## src/rtl/muldiv_unit_if.sv

```systemverilog
// rtl/muldiv_unit_if.sv - issue/result bundle between the datapath and muldiv_unit
interface muldiv_unit_if #(
  parameter int WIDTH = 32
);
  logic             start;
  logic [3:0]       control;
  logic [WIDTH-1:0] in1;
  logic [WIDTH-1:0] in2;
  logic             flush;
  logic             hi_we;
  logic             lo_we;
  logic             busy;
  logic             done;
  logic [WIDTH-1:0] hi;
  logic [WIDTH-1:0] lo;
  logic             o;

  modport master (
    output start, control, in1, in2, flush, hi_we, lo_we,
    input  busy, done, hi, lo, o
  );

  modport slave (
    input  start, control, in1, in2, flush, hi_we, lo_we,
    output busy, done, hi, lo, o
  );
endinterface

```

## src/rtl/muldiv_unit.sv

```systemverilog
// rtl/muldiv_unit.sv - iterative mul/div owning HI/LO; signed codes need MULDIV_SIGNED_EN
// Without MULDIV_SIGNED_EN, codes 1110/1111 run as unsigned with identical latency.
module muldiv_unit #(
  parameter int WIDTH = 32,
  parameter int ITER  = WIDTH
) (
  input  logic          clk,
  input  logic          rst_n,
  muldiv_unit_if.slave  bus
);
  typedef enum logic [1:0] {IDLE, RUN, FIX, DONE} state_t;
  localparam int CW = (ITER > 1) ? $clog2(ITER) : 1;

  state_t               state_q, state_d;
  logic [CW-1:0]        count;
  logic [2*WIDTH-1:0]   acc;
  logic [WIDTH-1:0]     opb;
  logic                 is_div, dz;
  logic [WIDTH-1:0]     hi_q, lo_q;
  logic                 o_q, busy_q, done_q;

  logic                 can_start, accept, op_div, div_zero;
  logic [WIDTH-1:0]     mag_a, mag_b;
  logic [WIDTH:0]       mul_sum, rem_sh, div_diff;
  logic [2*WIDTH-1:0]   fixed;

  assign can_start = (state_q == IDLE) || (state_q == DONE);
  assign accept    = can_start && bus.start && (bus.control[3:2] == 2'b11) && !bus.flush;
  assign op_div    = bus.control[0];
  assign div_zero  = op_div && (bus.in2 == '0);

`ifdef MULDIV_SIGNED_EN
  logic neg_a, neg_b, neg_x_q, neg_r_q;
  assign neg_a = bus.control[1] & bus.in1[WIDTH-1];
  assign neg_b = bus.control[1] & bus.in2[WIDTH-1];
  assign mag_a = neg_a ? -bus.in1 : bus.in1;
  assign mag_b = neg_b ? -bus.in2 : bus.in2;
`else
  assign mag_a = bus.in1;
  assign mag_b = bus.in2;
`endif

  // acc holds {partial, multiplier} for mul and {remainder, dividend/quotient} for div
  assign mul_sum  = {1'b0, acc[2*WIDTH-1:WIDTH]} + (acc[0] ? {1'b0, opb} : {(WIDTH+1){1'b0}});
  assign rem_sh   = {acc[2*WIDTH-1:WIDTH], acc[WIDTH-1]};
  assign div_diff = rem_sh - {1'b0, opb};

  always_comb begin
    fixed = acc;
`ifdef MULDIV_SIGNED_EN
    if (!is_div) begin
      if (neg_x_q) fixed = -acc;
    end else begin
      if (neg_x_q) fixed[WIDTH-1:0]       = -acc[WIDTH-1:0];
      if (neg_r_q) fixed[2*WIDTH-1:WIDTH] = -acc[2*WIDTH-1:WIDTH];
    end
`endif
  end

  always_comb begin
    state_d = state_q;
    case (state_q)
      IDLE, DONE: begin
        state_d = IDLE;
        if (accept) state_d = div_zero ? FIX : RUN;
      end
      RUN: begin
        if (bus.flush)          state_d = IDLE;
        else if (count == '0)   state_d = FIX;
      end
      FIX:     state_d = bus.flush ? IDLE : DONE;
      default: state_d = IDLE;
    endcase
  end

  always_ff @(posedge clk or negedge rst_n) begin
    if (!rst_n) begin
      state_q <= IDLE;
      count   <= '0;
      acc     <= '0;
      opb     <= '0;
      is_div  <= 1'b0;
      dz      <= 1'b0;
      hi_q    <= '0;
      lo_q    <= '0;
      o_q     <= 1'b0;
      busy_q  <= 1'b0;
      done_q  <= 1'b0;
`ifdef MULDIV_SIGNED_EN
      neg_x_q <= 1'b0;
      neg_r_q <= 1'b0;
`endif
    end else begin
      state_q <= state_d;
      busy_q  <= (state_d == RUN) || (state_d == FIX);
      done_q  <= 1'b0;
      case (state_q)
        IDLE: begin
          if (!bus.start) begin
            if (bus.hi_we) hi_q <= bus.in1;
            if (bus.lo_we) lo_q <= bus.in1;
          end
        end
        RUN: begin
          if (count != '0) count <= count - 1'b1;
          if (is_div)
            acc <= {div_diff[WIDTH] ? rem_sh[WIDTH-1:0] : div_diff[WIDTH-1:0],
                    acc[WIDTH-2:0], ~div_diff[WIDTH]};
          else
            acc <= {mul_sum, acc[WIDTH-1:1]};
        end
        FIX:  acc <= fixed;
        DONE: begin
          hi_q   <= acc[2*WIDTH-1:WIDTH];
          lo_q   <= acc[WIDTH-1:0];
          o_q    <= dz;
          done_q <= 1'b1;
        end
        default: ;
      endcase
      // a start taken in the DONE cycle reloads acc after DONE has read it
      if (accept) begin
        is_div <= op_div;
        dz     <= div_zero;
        count  <= CW'(ITER - 1);
        opb    <= op_div ? mag_b : mag_a;
        acc    <= div_zero ? '0 : {{WIDTH{1'b0}}, op_div ? mag_a : mag_b};
`ifdef MULDIV_SIGNED_EN
        neg_x_q <= (neg_a ^ neg_b) & ~div_zero;
        neg_r_q <= neg_a & op_div & ~div_zero;
`endif
      end
    end
  end

  assign bus.busy = busy_q;
  assign bus.done = done_q;
  assign bus.hi   = hi_q;
  assign bus.lo   = lo_q;
  assign bus.o    = o_q;
endmodule
```

## src/flat_wrapper.sv

```systemverilog
// flat-port wrapper written by rule: the top's interface ports become plain ports
module muldiv_unit_flat 
#(
  parameter int WIDTH = 32,
  parameter int ITER  = WIDTH
)
  (clk, rst_n, bus_start, bus_control, bus_in1, bus_in2, bus_flush, bus_hi_we, bus_lo_we, bus_busy, bus_done, bus_hi, bus_lo, bus_o);
  muldiv_unit_if #(.WIDTH(WIDTH)) bus_i ();
  input  logic clk;
  input  logic rst_n;
  input wire logic [$bits(bus_i.start)-1:0] bus_start;
  input wire logic [$bits(bus_i.control)-1:0] bus_control;
  input wire logic [$bits(bus_i.in1)-1:0] bus_in1;
  input wire logic [$bits(bus_i.in2)-1:0] bus_in2;
  input wire logic [$bits(bus_i.flush)-1:0] bus_flush;
  input wire logic [$bits(bus_i.hi_we)-1:0] bus_hi_we;
  input wire logic [$bits(bus_i.lo_we)-1:0] bus_lo_we;
  output wire logic [$bits(bus_i.busy)-1:0] bus_busy;
  output wire logic [$bits(bus_i.done)-1:0] bus_done;
  output wire logic [$bits(bus_i.hi)-1:0] bus_hi;
  output wire logic [$bits(bus_i.lo)-1:0] bus_lo;
  output wire logic [$bits(bus_i.o)-1:0] bus_o;
  assign bus_i.start = bus_start;
  assign bus_i.control = bus_control;
  assign bus_i.in1 = bus_in1;
  assign bus_i.in2 = bus_in2;
  assign bus_i.flush = bus_flush;
  assign bus_i.hi_we = bus_hi_we;
  assign bus_i.lo_we = bus_lo_we;
  assign bus_busy = bus_i.busy;
  assign bus_done = bus_i.done;
  assign bus_hi = bus_i.hi;
  assign bus_lo = bus_i.lo;
  assign bus_o = bus_i.o;
  muldiv_unit #(.WIDTH(WIDTH), .ITER(ITER)) u_core (.clk(clk), .rst_n(rst_n), .bus(bus_i));
endmodule
```

## config.mk

```make
export PLATFORM = sky130hd
export DESIGN_NAME = muldiv_unit_flat
export DESIGN_NICKNAME = d
export VERILOG_FILES = /design/src/rtl/muldiv_unit_if.sv /design/src/rtl/muldiv_unit.sv /design/src/flat_wrapper.sv
export SDC_FILE = /design/constraint.sdc
export NUM_CORES = 1
export LEC_CHECK = 0
export CAP_MARGIN = 30
export CORE_MARGIN = 8
export CORE_UTILIZATION = 60
export DETAILED_ROUTE_END_ITERATION = 12
export PLACE_DENSITY = 0.84
export SYNTH_ARGS = -nofsm -noshare
export SYNTH_HDL_FRONTEND = slang
export SYNTH_SLANG_ARGS = --single-unit
```

## constraint.sdc

```tcl
create_clock -name clk -period 6.88 [get_ports clk]
set_input_delay 1.376 -clock clk [delete_from_list [all_inputs] [get_ports clk]]
set_output_delay 1.376 -clock clk [all_outputs]
set_load 0.02 [all_outputs]
```

==> qor.yml, run 1 <==
status: "completed"
htreeDepth: 4
powerDensity_nw_per_um2: 365
cts_tree: "done"
synth_seq_cells: 172
timing.fmax_ghz: 0.249
hold_viol: 0
drive_gt1_share_pct: 4.37
clkTransAtPathRegs_ps: 70
syn-cell-area_um2: 12700
cts_sinks: 172
area_delta_synth_final_pct: 16.5
viasPerCell: 6.40
grt_overflow_total: 0
wl_per_cell_um: 20.3
cp.arrival_ps: 4330
die_y_um: 161
fin_crit_sh_pct: 58.4
worst-path-max-fanout: 35
cts_repair_resize_count: 0
rows: 53
synth_cell_type_count: 69
period_minus_slack_ps: 4020
power.leakage_nw: 6.49
portBuffers: 139
grt_pass1_wl_mm: 60.5
final_cell_mix: "198 x a21oi_1, 171 x dfrtp_1, 137 x clkdlybuf4s50_1"
root_buffer: "clkbuf_16"
drt_iter0_markers: 1188
synth_edf_count: 0
layout_commonest_cell: "a21oi_1"
maxSlewViolCount: 0
grt_usage_pct: 28.7
route.vias.total: 12000
initial_core_util_pct: 60.7
dp_hpwl_mm: 28.2
routabilityCongestion: 0.929
synth_seq_area_share_pct: 33.9
end_kind: "flip-flop"
grt_pass1_vias: 11400
core-area_um2: 20900
drc_errors: 0
synthCells: 1515
hold_buffers: 0
antenna_found_initial: 0
grt_max_degree: 102
cts_setup_buffers: 0
postSynthNetCount: 1660
die_x_um: 161
postPlaceCellArea_um2: 14200
critPathKind: "flip-flop to flip-flop"
first_pass_iters: 6
clock_latency_ps: 430
startpoint_type: "flip-flop"
async_reset_ff_share_pct: 100
yosys_warnings: 0
final_area_um2: 14800
wl_mm: 38.1
tightest_slew_ps: 1030
die-area_um2: 26100
hold_ws_ps: 491
vdd_drop_max_mv: 0.299
rsz0062_at_grt: "no"
ant_nets: 0
cts_buffers: 17
clock_skew_ps: 11.7
cp_data_required_time_ps: 7200
hp-class: "flip-flop to flip-flop"
post_synth.cell_area_avg_um2: 8.38
drv_cap: 0
final_nets: 1736
num_antenna_cells: 0
tns_ps: 0
io_pins: 141
setup_viol: 0
clockBufferDepth: 2
synth_ff_type: "dfrtp_1"
maxSlewHeadroom_pct: 31.1
[flip-flops by register name, summed over array words and instances, names as in the netlist]
register,cells
u_core.bus.lo,32
u_core.acc,64
u_core.opb,32
u_core.bus.busy,1
u_core.dz,1
u_core.bus.o,1
u_core.count,5
u_core.bus.done,1
u_core.bus.hi,32
u_core.is_div,1
u_core.state_q,2
[cell usage after synthesis (12+ instances only)]
library cell | number | share of area [%]
a211oi_1 | 16 | 0.95
a21o_1 | 37 | 2.2
a21oi_1 | 198 | 7.8
a31oi_1 | 13 | 0.64
and2_1 | 38 | 1.9
and3_1 | 12 | 0.59
clkbuf_1 | 72 | 2.1
dfrtp_1 | 172 | 34
ha_1 | 69 | 6.8
inv_1 | 50 | 1.5
mux2i_1 | 106 | 8.4
nand2_1 | 136 | 4.0
nand3_1 | 24 | 0.95
nand4_1 | 12 | 0.59
nor2_1 | 118 | 3.5
nor2b_1 | 52 | 2.6
nor3_1 | 19 | 0.75
o211ai_1 | 44 | 2.6
o21ai_0 | 100 | 3.9
o31ai_1 | 33 | 2.0
xnor2_1 | 35 | 2.4
xor2_1 | 21 | 1.4
[kinds of logic (layout without fill, tap and decap cells)]
kind of cell    after synthesis  after routing  synth area share, %
simple gates                445            445                 16.6
compound gates              513            513                 24.9
mux                         109            109                 8.69
fa+ha+maj                    71             71                 7.12
buf+inv                     148            236                 4.81
flops                       172            172                 33.9
xor+xnor                     57             57                 3.99
[path summary, 6_finish.rpt]
path,slack (ps),endpoint,start,cells after the start
setup / recovery,2860,u_core.acc[55],u_core.acc[0],13
hold / removal,490,u_core.dz,u_core.dz,2
setup reg to reg,2860,u_core.acc[55],u_core.acc[0],13
hold reg to reg,490,u_core.dz,u_core.dz,2
max in group asynchronous,4970,u_core.acc[55],rst_n,2
min in group asynchronous,860,u_core.bus.lo[1],rst_n,1
[metrics by stage]
stage / total power, W / setup slack (ps) / util (%) / instances
2_1_floorplan: 0.00365 / 3940 / - / 1515
3_3_place_gp: 0.00427 / 3020 / 67.7 / 1844
3_5_place_dp: 0.00436 / 2940 / 67.9 / 1846
4_1_cts: 0.00535 / 2910 / 70.7 / 1877
5_1_grt: 0.00575 / 2600 / 70.8 / 1878
6_report: 0.00540 / 2860 / 70.8 / 1878
[critical path, stage by stage (launching register included)]
cell and delay [ps]:
dfrtp_1 990, and2_1 240, ha_1 220, inv_1 80, fa_1 430, nand2b_1 180
a21o_1 210, a211oi_1 390, o2111ai_1 250, o21a_1 260, o21ai_1 210, xnor2_1 130
o21ai_0 90, o21a_1 210
[routing by layer]
| layer | track usage, % | vias up | wire length (µm) |
|---|---|---|---|
| li1 | - | 5636 | - |
| met1 | 39.1 | 5729 | 16400 |
| met2 | 43.7 | 579 | 16900 |
| met3 | 6.85 | 72 | 3560 |
| met4 | 10.4 | 0 | 1190 |
| met5 | 0 | - | 0 |
[power breakdown]
part | internal, W | leakage (nW) | total [W] | switching, W
Combinational | 0.00123 | 4.16 | 0.00288 | 0.00165
Clock | 0.000549 | 0.283 | 0.000961 | 0.000412
Sequential | 0.00123 | 2.04 | 0.00156 | 0.000331
Total | 0.00301 | 6.49 | 0.00540 | 0.00240
[final cells by class]
class | instances | area, µm²
Multi-Input combinational cell | 1195 | 7810
Fill cell | 1609 | 6100
Sequential cell | 172 | 4310
Timing Repair Buffer | 155 | 1560
Clock buffer | 20 | 447
Tap cell | 275 | 344
Inverter | 50 | 188
Clock inverter | 11 | 136
(Power assumes the default switching activity.)
==> run 2: changes to the inputs <==
--- a/config.mk
+++ b/config.mk
@@ -7,9 +7,9 @@
 export LEC_CHECK = 0
 export CAP_MARGIN = 30
 export CORE_MARGIN = 8
-export CORE_UTILIZATION = 60
+export CORE_UTILIZATION = 52
 export DETAILED_ROUTE_END_ITERATION = 12
-export PLACE_DENSITY = 0.84
+export PLACE_DENSITY = 0.78
 export SYNTH_ARGS = -nofsm -noshare
 export SYNTH_HDL_FRONTEND = slang
 export SYNTH_SLANG_ARGS = --single-unit
==> constraint.sdc (replaced) <==
create_clock -name clk -period 3.4 [get_ports clk]
set_input_delay 0.68 -clock clk [delete_from_list [all_inputs] [get_ports clk]]
set_output_delay 0.68 -clock clk [all_outputs]
set_load 0.02 [all_outputs]
==> qor.yml, run 2 (synthesis gave the netlist of run 1 again) <==
power_w: 0.0114
hp-class: "input pin to asynchronous set/reset pin"
die_y_um: 172
wl_per_cell_um: 19.9
hold_ws_ps: 253
regMostFlops: "u_core.acc"
cp_data_required_time_ps: 3710
final_cell_mix: "198 x a21oi_1, 171 x dfrtp_1, 137 x clkdlybuf4s50_1"
viasPerCell: 6.06
largest_register_ffs: 64
tns_ps: 0
htreeDepth: 4
antenna_found_initial: 1
rows: 57
dp_hpwl_mm: 29.6
drive_gt1_share_pct: 6.90
power.leakage_nw: 6.68
period_minus_slack_ps: 3240
layout_commonest_cell: "a21oi_1"
wl_mm: 39.1
root_buffer: "clkbuf_16"
clock_skew_ps: 10.7
core-area_um2: 24100
timing.fmax_ghz: 0.308
r2r_cells: 14
area_delta_synth_final_pct: 19.6
fin_crit_sh_pct: 95.4
clockBufferDepth: 2
io_pins: 141
critPathKind: "flip-flop to flip-flop"
r2r_start: "u_core.acc[31]"
die-area_um2: 29700
worst-path-max-fanout: 18
hold_buffers: 0
first_pass_iters: 5
startpoint: "u_core.acc[31]"
portBuffers: 139
grt_pass1_wl_mm: 62.5
rr_endpoint: "u_core.acc[62]"
clock_latency_ps: 440
tightest_slew_ps: 778
clkTransAtPathRegs_ps: 80
rrSetupSlack_ps: 160
status: "completed"
cts_buffers: 17
grt_overflow_total: 0
drc_errors: 0
grt_max_degree: 68
maxSlewViolCount: 0
setup_viol: 0
vdd_drop_max_mv: 0.383
cts_sinks: 172
grt_pass1_vias: 11500
hold_viol: 0
final_area_um2: 15200
finalCoreUtilization_pct: 62.9
route.vias.total: 11900
ant_nets: 0
critPathCapture: "u_core.acc[62]"
initial_core_util_pct: 52.6
postPlaceCellArea_um2: 14500
routabilityCongestion: 0.917
startpoint_type: "flip-flop"
end_kind: "flip-flop"
maxSlewHeadroom_pct: 48.0
cp.arrival_ps: 3550
cts_tree: "done"
drt_iter0_markers: 1134
die_x_um: 172
drv_cap: 0
grt_usage_pct: 26.6
final_nets: 1769
powerDensity_nw_per_um2: 753
## run 2: cell count changes in the layout (fill, tap and decap cells not counted), moves of 2 or more
cell and change:
clkbuf_1 -2, buf_12 +3, a211oi_2 +2, clkinv_8 +2, a211oi_1 -2, inv_8 +4, buf_4 +30, bufinv_16 -2
## run 2: per-stage QoR
step,cells,worst slack (ps)
floorplan,1515,562
global placement,1927,132
detailed placement,1927,41.3
CTS,1959,17.1
global route,1962,-57.1
finish,1962,156
## run 2: report_power, final
group          switching (W)  total (W)  internal, W
logic                0.00355    0.00641      0.00285
clock network       0.000946    0.00195      0.00100
registers           0.000584    0.00307      0.00249
## run 2: worst max-delay path, stage by stage, from the launching register on
cell and delay [ps]:
dfrtp_1 440, inv_1 140, ha_1 260, fa_1 440, nor2b_2 190, o31ai_2 110
a21oi_2 180, o21ai_1 140, o21ai_2 250, xor2_4 220, buf_12 200, buf_4 170
nor2b_1 50, a31oi_1 180, o221ai_1 130
## run 2: worst min path at each step
stage,endpoint,slack [ps],cells past startpoint
after global routing,u_core.bus.lo[1],290,1
after floorplan,u_core.acc[0],380,0
final,u_core.acc[3],250,1
after detailed placement,u_core.dz,480,2
after global placement,u_core.dz,460,2
after CTS,u_core.bus.lo[1],270,1
## run 2: cell type report
cell class / instances / area (µm²)
Antenna cell: 1 / 2.50
Clock buffer: 18 / 439
Clock inverter: 14 / 149
Fill cell: 2143 / 8930
Inverter: 50 / 188
Multi-Input combinational cell: 1195 / 7850
Sequential cell: 172 / 4310
Tap cell: 324 / 405
Timing Repair Buffer: 188 / 1840
## run 2: repair_timing
| action | in CTS | in global routing |
|---|---|---|
| endpoints found under the setup margin | 0 | 23 |
| gates resized for setup | 0 | 7 |
| buffers inserted | 0 | 1 |
## run 2: per-layer routing
| layer | track usage [%] | share of wire (%) | up-vias |
|---|---|---|---|
| met4 | 8.36 | 2.4 | 0 |
| met5 | 0 | 0 | - |
| met3 | 4.06 | 6.4 | 59 |
| li1 | - | - | 5676 |
| met2 | 39.9 | 44 | 451 |
| met1 | 38.7 | 47 | 5695 |
==> run 3: changes to the inputs <==
--- a/config.mk
+++ b/config.mk
@@ -5,11 +5,14 @@
 export SDC_FILE = /design/constraint.sdc
 export NUM_CORES = 1
 export LEC_CHECK = 0
+export ABC_AREA = 1
 export CAP_MARGIN = 30
+export CELL_PAD_IN_SITES_DETAIL_PLACEMENT = 1
+export CELL_PAD_IN_SITES_GLOBAL_PLACEMENT = 1
 export CORE_MARGIN = 8
-export CORE_UTILIZATION = 52
+export CORE_UTILIZATION = 38
 export DETAILED_ROUTE_END_ITERATION = 12
-export PLACE_DENSITY = 0.78
+export PLACE_DENSITY_LB_ADDON = 0.1
 export SYNTH_ARGS = -nofsm -noshare
 export SYNTH_HDL_FRONTEND = slang
 export SYNTH_SLANG_ARGS = --single-unit
==> constraint.sdc (replaced) <==
create_clock -name clk -period 3.4 [get_ports clk]
set_input_delay 0.85 -clock clk [delete_from_list [all_inputs] [get_ports clk]]
set_output_delay 0.85 -clock clk [all_outputs]
set_load 0.02 [all_outputs]
==> qor.yml, run 3 <==
num_antenna_cells: 0
setup_viol: 0
portBuffers: 139
die-area_um2: 43000
grt_overflow_total: 0
timing.fmax_ghz: 0.335
route.vias.total: 14500
synth.most_common_cell: "nand2_1"
initial_core_util_pct: 38.2
vdd_drop_max_mv: 0.656
synth_seq_cells: 172
postPlaceCellArea_um2: 15800
synth_cell_type_count: 51
powerDensity_nw_per_um2: 1080
drc_errors: 0
final_cell_mix: "694 x nand2_1, 266 x inv_1, 207 x nor2_1"
grt_pass1_vias: 15500
hold_buffers: 0
hold_viol: 0
io_pins: 141
final_area_um2: 16400
regMostFlops: "u_core.acc"
ant_nets: 0
postSynthNetCount: 2233
post_synth.cell_area_avg_um2: 6.66
worst-path-max-fanout: 5
r2r_cells: 16
critPathKind: "flip-flop to flip-flop"
htreeDepth: 4
synth_commonest_cells: "696 x nand2_1, 266 x inv_1, 208 x nor2_1"
hp-class: "input pin to asynchronous set/reset pin"
cp.arrival_ps: 3360
power.leakage_nw: 8.36
synth_largest_area_cell: "dfrtp_1"
die_y_um: 207
final_nets: 2351
cts_tree: "done"
clockBufferDepth: 2
yosys.area.top_type_share_pct: 31.0
core-area_um2: 36300
routabilityCongestion: 0.948
maxSlewHeadroom_pct: 38.7
layout_commonest_cell: "nand2_1"
root_buffer: "clkbuf_16"
viasPerCell: 5.40
die_x_um: 207
r2r_start: "u_core.acc[0]"
drive_gt1_share_pct: 6.62
drt_iter0_markers: 804
synth_area_leaders: "dfrtp_1 31%, nand2_1 19%, inv_1 7.2%"
cts_setup_buffers: 0
synth_edf_count: 0
cts_repair_resize_count: 0
antenna_found_initial: 5
fin_crit_sh_pct: 87.7
cts_buffers: 17
period_minus_slack_ps: 2980
wl_per_cell_um: 20.6
tightest_slew_ps: 919
grt_usage_pct: 25.6
clock_skew_ps: 11.0
maxSlewViolCount: 0
grt_max_degree: 82
end_kind: "flip-flop"
cp_data_required_time_ps: 3780
clock_latency_ps: 440
synth_seq_area_share_pct: 31.0
dp_hpwl_mm: 43.8
rows: 70
largest_register_ffs: 64
rsz0062_at_grt: "no"
async_reset_ff_share_pct: 100
area_delta_synth_final_pct: 18.0
syn-cell-area_um2: 13900
synthCells: 2088
clkTransAtPathRegs_ps: 70
startpoint_type: "flip-flop"
wl_mm: 55.4
tns_ps: 0
rr_endpoint: "u_core.acc[59]"
yosys_warnings: 0
grt_pass1_wl_mm: 87.5
status: "completed"
cts_sinks: 172
drv_cap: 0
synth_ff_type: "dfrtp_1"
first_pass_iters: 4
rrSetupSlack_ps: 420
-- run 3: cell count changes in the layout (fill, tap and decap cells not counted), sizes merged, moves of 34 or more --
cell | previous run | this run
a21oi | 201 | 83
a31oi | 13 | 87
and2 | 38 | 4
inv | 57 | 277
mux2i | 106 | 43
nand2 | 136 | 720
nand3 | 24 | 142
nor2 | 118 | 210
nor2b | 52 | 0
o211ai | 44 | 9
o21ai | 106 | 65
-- run 3: cell type report --
class	count	area (µm²)
Fill cell	4758	19900
Multi-Input combinational cell	1567	8190
Sequential cell	172	4310
Timing Repair Buffer	174	1700
Inverter	274	1030
Tap cell	468	586
Clock buffer	18	429
Clock inverter	14	163
-- run 3: cells by family after synthesis --
| family | share of synthesized area [%] |
|---|---|
| AND/OR/NAND/NOR | 35.0 |
| multiplexers | 3.10 |
| XOR/XNOR | 1.13 |
| adder cells (fa/ha/maj) | 6.50 |
| buffers and inverters | 10.2 |
| AO/OA/AOI/OAI | 13.1 |
| flip-flops | 31.0 |
-- run 3: worst max-delay path by stage --
stage	cells after the start	start	endpoint
global placement	9	bus_start	u_core.acc[0]
global route	17	u_core.acc[0]	u_core.acc[59]
detailed placement	10	bus_start	u_core.acc[0]
CTS	16	u_core.acc[0]	u_core.acc[59]
finish	16	u_core.acc[0]	u_core.acc[59]
floorplan	18	u_core.acc[0]	u_core.acc[59]
-- run 3: routing by layer --
metal	vias up	track usage [%]	wire length, µm
met5	-	0	57
met4	10	7.84	1360
met3	83	3.41	2230
met2	296	42.6	25800
met1	7087	34.1	25900
li1	7028	-	-
-- run 3: power breakdown --
part / leakage [nW] / internal (W) / switching [W]
combinational: 6.08 / 0.00408 / 0.00750
sequential: 2.01 / 0.00300 / 0.00106
clock: 0.275 / 0.00110 / 0.000955
total: 8.36 / 0.00818 / 0.00951
-- run 3: stage by stage --
stage | utilization [%] | power, W | setup slack, ps | cells | hold WS, ps
3_5_place_dp | 43.5 | 0.0156 | 343 | 2655 | 463
3_3_place_gp | 43.5 | 0.0153 | 399 | 2655 | 467
2_1_floorplan | - | 0.0116 | 1090 | 2088 | 450
4_1_cts | 45.1 | 0.0178 | 428 | 2687 | 447
6_report | 45.1 | 0.0177 | 417 | 2687 | 417
5_1_grt | 45.1 | 0.0192 | 308 | 2687 | 451
-- run 3: critical path, stage by stage (launching register included) --
cell and delay (ps):
dfrtp_1 390, nand2_1 70, inv_1 60, ha_1 210
inv_1 90, fa_1 460, o21ai_1 470, nand2_1 100
nand2_1 210, nand2_1 80, nand2_1 150, nand2_1 120
a21oi_1 170, nor2_1 60, nor2_1 140, nand2_1 90
nand2_1 70
